File: src/rtl/oflow_mem_buffer_ctrl.sv
`timescale 1ns/1ps
`default_nettype none
// ----------------------------------------------------------------------------
// oflow_mem_buffer_ctrl: per-frame history-read / bbox-write sequencer for the
// optical-flow buffer wrapper.                                       Rev 1.0
// ----------------------------------------------------------------------------
module oflow_mem_buffer_ctrl #(
  parameter int TOTAL_FRAME_NUM_WIDTH       = 8,
  parameter int NUM_OF_HISTORY_FRAMES_WIDTH = 3,
  parameter int NUM_OF_BBOX_IN_FRAME_WIDTH  = 6,
  parameter int WR_GAP_CYCLES               = 3,
  parameter int TIMEOUT_CYCLES              = 255
) (
  input  logic                                   clk,
  input  logic                                   reset_N,
  input  logic                                   frame_start,
  input  logic [NUM_OF_HISTORY_FRAMES_WIDTH-1:0] num_of_history_frames,
  input  logic [NUM_OF_BBOX_IN_FRAME_WIDTH-1:0]  num_of_bbox_in_frame,
  input  logic                                   line_req,
  input  logic                                   pe_pair_valid,
  input  logic                                   done_read,
  input  logic                                   done_write,
  output logic                                   start_read,
  output logic                                   start_write,
  output logic                                   read_new_line,
  output logic                                   ready_from_core,
  output logic                                   rnw_st,
  output logic [TOTAL_FRAME_NUM_WIDTH-1:0]       frame_num,
  output logic                                   busy,
  output logic                                   frame_done,
  output logic                                   err_timeout
);

  localparam int TFN_W  = TOTAL_FRAME_NUM_WIDTH;
  localparam int NOHF_W = NUM_OF_HISTORY_FRAMES_WIDTH;
  localparam int NOBB_W = NUM_OF_BBOX_IN_FRAME_WIDTH;
  localparam int GAP_W  = (WR_GAP_CYCLES > 1) ? $clog2(WR_GAP_CYCLES) : 1;

  localparam logic [GAP_W-1:0] c_GAP_LAST  = GAP_W'(WR_GAP_CYCLES - 1);
  localparam logic [7:0]       c_WDOG_LAST = 8'(TIMEOUT_CYCLES - 1);

  typedef enum logic [2:0] {
    ST_IDLE         = 3'd0,
    ST_RD_START     = 3'd1,
    ST_RD_RUN       = 3'd2,
    ST_WR_START     = 3'd3,
    ST_WR_WAIT_PE   = 3'd4,
    ST_WR_GAP       = 3'd5,
    ST_WR_DONE_WAIT = 3'd6,
    ST_FRAME_END    = 3'd7
  } state_t;

  state_t              r_state;
  logic [TFN_W-1:0]    r_frame_num;
  logic [NOHF_W-1:0]   r_hist_cnt;
  logic [NOHF_W-1:0]   r_nhist;
  logic [NOBB_W-1:0]   r_pairs;
  logic [GAP_W-1:0]    r_gap_cnt;
  logic [7:0]          r_wdog;
  logic                r_start_read;
  logic                r_start_write;
  logic                r_read_new_line;
  logic                r_ready_from_core;
  logic                r_rnw_st;
  logic                r_frame_done;
  logic                r_err_timeout;

  logic [NOBB_W:0]     w_nbox_plus1;
  logic [NOBB_W-1:0]   w_pairs_init;
  logic [NOHF_W:0]     w_hist_inc;
  logic [NOHF_W-1:0]   w_hist_next;

  // Two bboxes per write transaction, so an odd count still needs a final pair.
  assign w_nbox_plus1 = {1'b0, num_of_bbox_in_frame} + 1'b1;
  assign w_pairs_init = w_nbox_plus1[NOBB_W:1];

  // History depth saturates at the depth requested for the frame just finished.
  assign w_hist_inc  = {1'b0, r_hist_cnt} + 1'b1;
  assign w_hist_next = (w_hist_inc > {1'b0, r_nhist}) ? r_nhist : w_hist_inc[NOHF_W-1:0];

  always_ff @(posedge clk) begin
    if (!reset_N) begin
      r_state           <= ST_IDLE;
      r_frame_num       <= '0;
      r_hist_cnt        <= '0;
      r_nhist           <= '0;
      r_pairs           <= '0;
      r_gap_cnt         <= '0;
      r_wdog            <= '0;
      r_start_read      <= 1'b0;
      r_start_write     <= 1'b0;
      r_read_new_line   <= 1'b0;
      r_ready_from_core <= 1'b0;
      r_rnw_st          <= 1'b1;
      r_frame_done      <= 1'b0;
      r_err_timeout     <= 1'b0;
    end else begin
      r_start_read      <= 1'b0;
      r_start_write     <= 1'b0;
      r_read_new_line   <= 1'b0;
      r_ready_from_core <= 1'b0;
      r_frame_done      <= 1'b0;

      case (r_state)
        ST_IDLE: begin
          if (frame_start) begin
            r_nhist <= num_of_history_frames;
            r_pairs <= w_pairs_init;
            r_state <= (r_hist_cnt == '0) ? ST_WR_START : ST_RD_START;
          end
        end

        ST_RD_START: begin
          r_start_read <= 1'b1;
          r_rnw_st     <= 1'b1;
          r_wdog       <= '0;
          r_state      <= ST_RD_RUN;
        end

        ST_RD_RUN: begin
          // done_read takes priority; a coincident line request is dropped.
          if (done_read) begin
            r_state <= ST_WR_START;
          end else if (r_wdog == c_WDOG_LAST) begin
            r_err_timeout <= 1'b1;
            r_rnw_st      <= 1'b1;
            r_state       <= ST_IDLE;
          end else begin
            r_read_new_line <= line_req;
            r_wdog          <= r_wdog + 8'd1;
          end
        end

        ST_WR_START: begin
          r_start_write <= 1'b1;
          r_rnw_st      <= 1'b0;
          if (r_pairs == '0) begin
            r_wdog  <= '0;
            r_state <= ST_WR_DONE_WAIT;
          end else begin
            r_state <= ST_WR_WAIT_PE;
          end
        end

        ST_WR_WAIT_PE: begin
          if (pe_pair_valid) begin
            r_ready_from_core <= 1'b1;
            r_pairs           <= r_pairs - 1'b1;
            r_gap_cnt         <= '0;
            r_state           <= ST_WR_GAP;
          end
        end

        ST_WR_GAP: begin
          if (r_gap_cnt == c_GAP_LAST) begin
            if (r_pairs != '0) begin
              r_state <= ST_WR_WAIT_PE;
            end else begin
              r_wdog  <= '0;
              r_state <= ST_WR_DONE_WAIT;
            end
          end else begin
            r_gap_cnt <= r_gap_cnt + 1'b1;
          end
        end

        ST_WR_DONE_WAIT: begin
          if (done_write) begin
            r_state <= ST_FRAME_END;
          end else if (r_wdog == c_WDOG_LAST) begin
            r_err_timeout <= 1'b1;
            r_rnw_st      <= 1'b1;
            r_state       <= ST_IDLE;
          end else begin
            r_wdog <= r_wdog + 8'd1;
          end
        end

        ST_FRAME_END: begin
          r_frame_done <= 1'b1;
          r_frame_num  <= r_frame_num + 1'b1;
          r_hist_cnt   <= w_hist_next;
          r_rnw_st     <= 1'b1;
          r_state      <= ST_IDLE;
        end

        default: r_state <= ST_IDLE;
      endcase
    end
  end

  assign start_read      = r_start_read;
  assign start_write     = r_start_write;
  assign read_new_line   = r_read_new_line;
  assign ready_from_core = r_ready_from_core;
  assign rnw_st          = r_rnw_st;
  assign frame_num       = r_frame_num;
  assign busy            = (r_state != ST_IDLE);
  assign frame_done      = r_frame_done;
  assign err_timeout     = r_err_timeout;

endmodule
`default_nettype wire

File: config.mk
export PLATFORM = sky130hd
export DESIGN_NAME = oflow_mem_buffer_ctrl
export DESIGN_NICKNAME = d
export VERILOG_FILES = /design/src/rtl/oflow_mem_buffer_ctrl.sv
export SDC_FILE = /design/constraint.sdc
export NUM_CORES = 1
export LEC_CHECK = 0
export CAP_MARGIN = 20
export CORE_MARGIN = 4
export CORE_UTILIZATION = 55
export DETAILED_ROUTE_END_ITERATION = 8
export PLACE_DENSITY = 0.9
export REMOVE_ABC_BUFFERS = 1
export SLEW_MARGIN = 5
export SYNTH_ARGS = -nofsm -noshare
export SYNTH_HDL_FRONTEND = slang
export SYNTH_SLANG_ARGS = --single-unit
File: constraint.sdc
create_clock -name clk -period 6.08 [get_ports clk]
set_input_delay 0.608 -clock clk [delete_from_list [all_inputs] [get_ports clk]]
set_output_delay 0.608 -clock clk [all_outputs]
set_load 0.05 [all_outputs]
======== Yosys cells after proc, flatten, opt, wreduce, memory -nomap -nowiden ========
Cells that the tools add are included.
storage, ports and cells
  bits in registers ....................... 40
  input bits .............................. 16
operators by class
  add/subtract/negate cells ............... 6
  order comparisons ....................... 1
  equal/unequal tests ..................... 17
  multiplexer cells ....................... 36
  bitwise logic cells ..................... 2
  reduce and logical (&&, ||, !) cells .... 20
operators with widths
  operator               count
  $mux W8                6
  $pmux W8 S5            1
  $pmux W3 S8            1
  $mux W3                7
  $add A8 B1 Y8 const B  2
  $ne A2 B2 Y1 const B   8
  $reduce_and A3 Y1      5
  $eq A3 B3 Y1 const B   4
  $mux W6                2
  $pmux W6 S2            1
  $mux W1                10
  $mux W2                5
  $eq A8 B8 Y1 const B   1
  $add A6 B1 Y7 const B  1
  $eq A3 B2 Y1 const B   2
  $logic_not A3 Y1       2
  $logic_not A6 Y1       1
  $reduce_and A6 Y1      1
  $reduce_bool A2 Y1     3
  $reduce_bool A6 Y1     1
  $sub A6 B1 Y6 const B  1
  $reduce_bool A5 Y1     1
  $add A3 B1 Y4 const B  1
  $gt A4 B3 Y1           1
  12 further kinds       14

======== Logic depth before layout (Yosys ltp) ========
  word-level depth ........................ 4
  mapped depth ............................ 7
  mapped depth without buffers ............ 7

======== Worst setup path after synthesis ========
Ideal clock, no wire load.
  kind .................................... register to register
  start point ............................. reg r_hist_cnt[0]
  end point ............................... reg r_hist_cnt[0]
  setup time .............................. 0.062 ns
  arrival time ............................ 1.893 ns
  required time ........................... 6.018 ns
  path slack .............................. 4.125 ns
  stages on the path, launching flop included .. 8
  path buffers ............................ 0
  period minus slack after synthesis ...... 1.955 ns
  cell sequence ........................... dfxtp_1 ha_1 xor2_1 ha_1 a21oi_1 a21oi_1 or4b_1 nand3_1
on the way
  cells in the longest elaborated chain, start to end .. 3
ends and longest elaborated chain
  item                    line  source
  from (decl)             55    logic [NOHF_W-1:0] r_hist_cnt;
  from (signal assigned)  182   r_hist_cnt <= w_hist_next;
  $add A3 B1 Y4 *         78    assign w_hist_inc = {1'b0, r_hist_cnt} + 1'b1;
  $gt A4 B3 Y1            79    assign w_hist_next = (w_hist_inc > {1'b0, r_nhist}) ? r_nhist : w_hist_inc[NOHF_W-1:0];
  $mux W3 *               79
Mark *: on every way between the ends. The rest lies on a longest branch, timed or not.
A chain may end at the register's enable or synchronous reset.

======== Final worst setup path ========
  start point ............................. reg r_state[2]
  end point ............................... out busy
on the way
  cells in the longest elaborated chain, start to end .. 1
ends and longest elaborated chain
  item                    line  source
  from (decl)             53    state_t r_state;
  from (signal assigned)  109   r_state <= (r_hist_cnt == '0) ? ST_WR_START : ST_RD_START;
  $reduce_bool A3 Y1      198   assign busy = (r_state != ST_IDLE);
  to (decl)               29    output logic busy,
No other way between the ends.

==> results by group <==
Run status
  – Status: finished clean

Route
  – Vias per inst: 5.797
  – Final WL: 4623 um
  – Via count: 1971
  – Initial DRC Count: 153
  – Drt first pass iters: 4
  – Remaining routing DRC violations: 0
  – Antenna Violating Nets Remaining: 0
  – WL/cell: 13.60 um

Die
  – Site row count: 23
  – Core area: 0.004000 sq mm
  – Die Y-Extent: 72.21 um
  – Ports: 32
  – Die width: 72.21 um
  – Starting Density: 56.68%
  – Die footprint: 0.005214 sq mm

Place
  – GPL Wtd Cong: 0.8092
  – IO Port Bufs: 31
  – Dpl cells: 331
  – DP HPWL: 3176 um

STA
  – TNS Setup: 0 ps
  – Setup violators final: 0
  – Final Hold Slack: 472.7 ps
  – Slew @ Worst Pin: 855.7 ps
  – Slew Limit Headroom: 42.74%
  – Final Hold Fails: 0
  – Final period util: 43.96%
  – Max-slew violations: 0
  – Clock Skews: 8.617 ps
  – Fmax: 374.2 MHz
  – Crit path time final: 2673 ps
  – RSZ-0062 raised after global routing: no

CTS
  – PostCTS Resize Cnt: 0
  – Clock root buffer: clkbuf_8
  – Clk sinks: 40
  – Clk_lat worst skew: 300 ps
  – H-Tree Depth: 2
  – Hold Buf Count CTS: 0
  – CTS tree: yes
  – Worst-path clk slew: 80 ps
  – Clock Path Buffers: 2
  – Total CTS buffers: 5
  – Setup Buffers After CTS: 0

Logic synthesis
  – Multiplexer share of the synthesized area: 1.932%
  – Syn Inst Count: 262
  – Yosys cell types: 61
  – Avg Inst Size Synth: 8.653 sq um
  – Synth Area in Adders: 7.064%
  – Number of enable flip-flop cells after synthesis: 0
  – Largest family of logic cells by synthesized area: simple AND/OR/NAND/NOR gates
  – Yosys reg bits: 40
  – Yosys warns: 0
  – Xor and xnor area share after synthesis: 3.863%
  – Synth Area in Simple Gates: 27.04%
  – Seq/Total Area, Yosys: 35.32%
  – Mapped Area: 0.002267 sq mm
  – Synth Area in Compound Gates: 19.81%
  – FFs w/ async S/R, synth: 0%
  – Synth Flop Type: dfxtp_1

Setup path
  – Worst path arrival time: 2060 ps
  – CP Capture Type: output pin
  – WP data required: 5470 ps
  – CP Class: flip-flop to output pin
  – CP startpoint kind: flip-flop
  – Crit Path Max Fanout: 18

Pwr
  – Reg power frac: 44.3%
  – Combinational power share: 22.7%
  – Net Sw Power: 0.2157 mW
  – Internal: 0.4799 mW
  – Total power: 0.6956 mW
  – Sw Ratio: 31.01%
  – Pwr Density: 256.7 mW/mm^2
  – Pleak: 1.021 nW
  – VDD IR max: 0.1940 mV
  – Clock group share of total power: 33.0%

Layout
  – Fin cells: 340
  – Ant diodes: 0
  – P&R area growth vs syn: 19.54%
  – Share of cells above drive strength 1: 7.241%
  – Final Util: 67.75%
  – Final net count: 317

Global routing
  – Number of global-route vias before repair: 1841
  – Initial antenna violation count: 0
  – GRT Overall Usage: 19.00%
  – Global-route wire length before repair: 8004 um
  – Remaining Overflow, GRT: 0
  – Largest net degree at the start of global routing: 35

Worst hold path
  – Worst hold-check path type: flip-flop to flip-flop

Job
  – Max_cap viols: 0
worst max-delay path, stage by stage, from the launching register on:
cell,delay [ps]
dfxtp_1,760
or3_1,210
clkdlybuf4s50_1,790
worst paths after layout:
kind | startpoint | to | slack (ps) | depth (start not counted)
worst max-delay path | r_state[2]$_SDFFE_PN0P_ | busy | 3410 | 2
worst min-delay path | err_timeout$_SDFFE_PN0P_ | err_timeout$_SDFFE_PN0P_ | 470 | 1
worst max register to register | r_hist_cnt[0]$_SDFFE_PN0P_ | r_hist_cnt[0]$_SDFFE_PN0P_ | 3890 | 7
worst min register to register | err_timeout$_SDFFE_PN0P_ | err_timeout$_SDFFE_PN0P_ | 470 | 1
cell families (layout without fill, tap and decap cells):
group / after synthesis / in the layout
xor+xnor: 10 / 10
flops: 40 / 40
compound gates: 66 / 66
mux: 3 / 3
simple gates: 104 / 104
fa+ha+maj: 13 / 13
buf+inv: 26 / 54
flip-flops by register name, summed over array words and instances, names as in the netlist, 2 cells and up:
| name | flops |
|---|---|
| frame_num | 8 |
| r_wdog | 8 |
| r_pairs | 6 |
| r_hist_cnt | 3 |
| r_nhist | 3 |
| r_state | 3 |
| r_gap_cnt | 2 |
synth_stat cells (2+ instances only):
master | count | area, sq um
a211oi_1 | 2 | 15.01
a21boi_0 | 3 | 22.52
a21oi_1 | 16 | 80.08
a22oi_1 | 2 | 15.01
a31oi_1 | 3 | 18.77
and2_1 | 8 | 50.05
and3_1 | 8 | 50.05
buf_2 | 3 | 15.01
clkbuf_1 | 7 | 26.28
dfxtp_1 | 40 | 800.8
ha_1 | 12 | 150.1
inv_1 | 13 | 48.80
nand2_1 | 16 | 60.06
nand3_1 | 9 | 45.04
nand3b_1 | 3 | 22.52
nand4_1 | 5 | 31.28
nor2_1 | 15 | 56.30
nor2b_1 | 6 | 37.54
nor3_1 | 7 | 35.03
nor3b_1 | 2 | 15.01
o211a_1 | 2 | 20.02
o211ai_1 | 3 | 22.52
o21a_1 | 3 | 22.52
o21ai_0 | 11 | 55.05
o221a_2 | 2 | 22.52
o31ai_1 | 9 | 67.56
or2_2 | 2 | 12.51
or3_1 | 6 | 37.54
or4_1 | 4 | 30.03
xnor2_1 | 6 | 52.55
xor2_1 | 4 | 35.03
layout make-up:
type                       count  area (sq um)
multi-input combinational    196          1354
fill                         309          1290
sequential                    40         800.8
timing repair buffer          33         322.8
clock buffer                   6         82.58
tap                           50         62.56
inverter                      13         48.80
clock inverter                 2         38.79
cells in the final DEF (no fill, tap or decap), types with 2 or more instances in the layout:
cell	instances
a211oi_1	2
a21boi_0	3
a21oi_1	16
a22oi_1	2
a31oi_1	3
and2_1	8
and3_1	8
clkbuf_8	6
clkdlybuf4s50_1	31
dfxtp_1	40
ha_1	12
inv_1	13
nand2_1	16
nand3_1	9
nand3b_1	3
nand4_1	5
nor2_1	15
nor2b_1	6
nor3_1	7
nor3b_1	2
o211a_1	2
o211ai_1	3
o21a_1	3
o21ai_0	11
o221a_2	2
o31ai_1	9
or2_2	2
or3_1	6
or4_1	4
xnor2_1	6
xor2_1	4
power groups by stage:
stage / Combinational [mW] / Clock [mW] / Sequential [mW]
after CTS: 0.157 / 0.236 / 0.308
after global routing: 0.173 / 0.245 / 0.313
after floorplan: 0.103 / 0 / 0.316
after global placement: 0.152 / 0 / 0.312
after detailed placement: 0.156 / 0 / 0.314
final: 0.158 / 0.229 / 0.308
metrics by stage:
stage	worst slack, ps	instance area, sq um
2_1_floorplan	4125	2203
3_3_place_gp	3776	2584
3_5_place_dp	3711	2584
4_1_cts	3394	2705
5_1_grt	3329	2710
6_report	3407	2710
metal layers:
metal | GRT usage [%] | up-vias | routed length, um
met5 | 0 | - | 0
met4 | 7.724 | 0 | 82
met3 | 4.571 | 10 | 178
met2 | 29.42 | 35 | 2127
met1 | 25.37 | 916 | 2236
li1 | - | 1010 | -
Power figures use the tool's default switching activity.
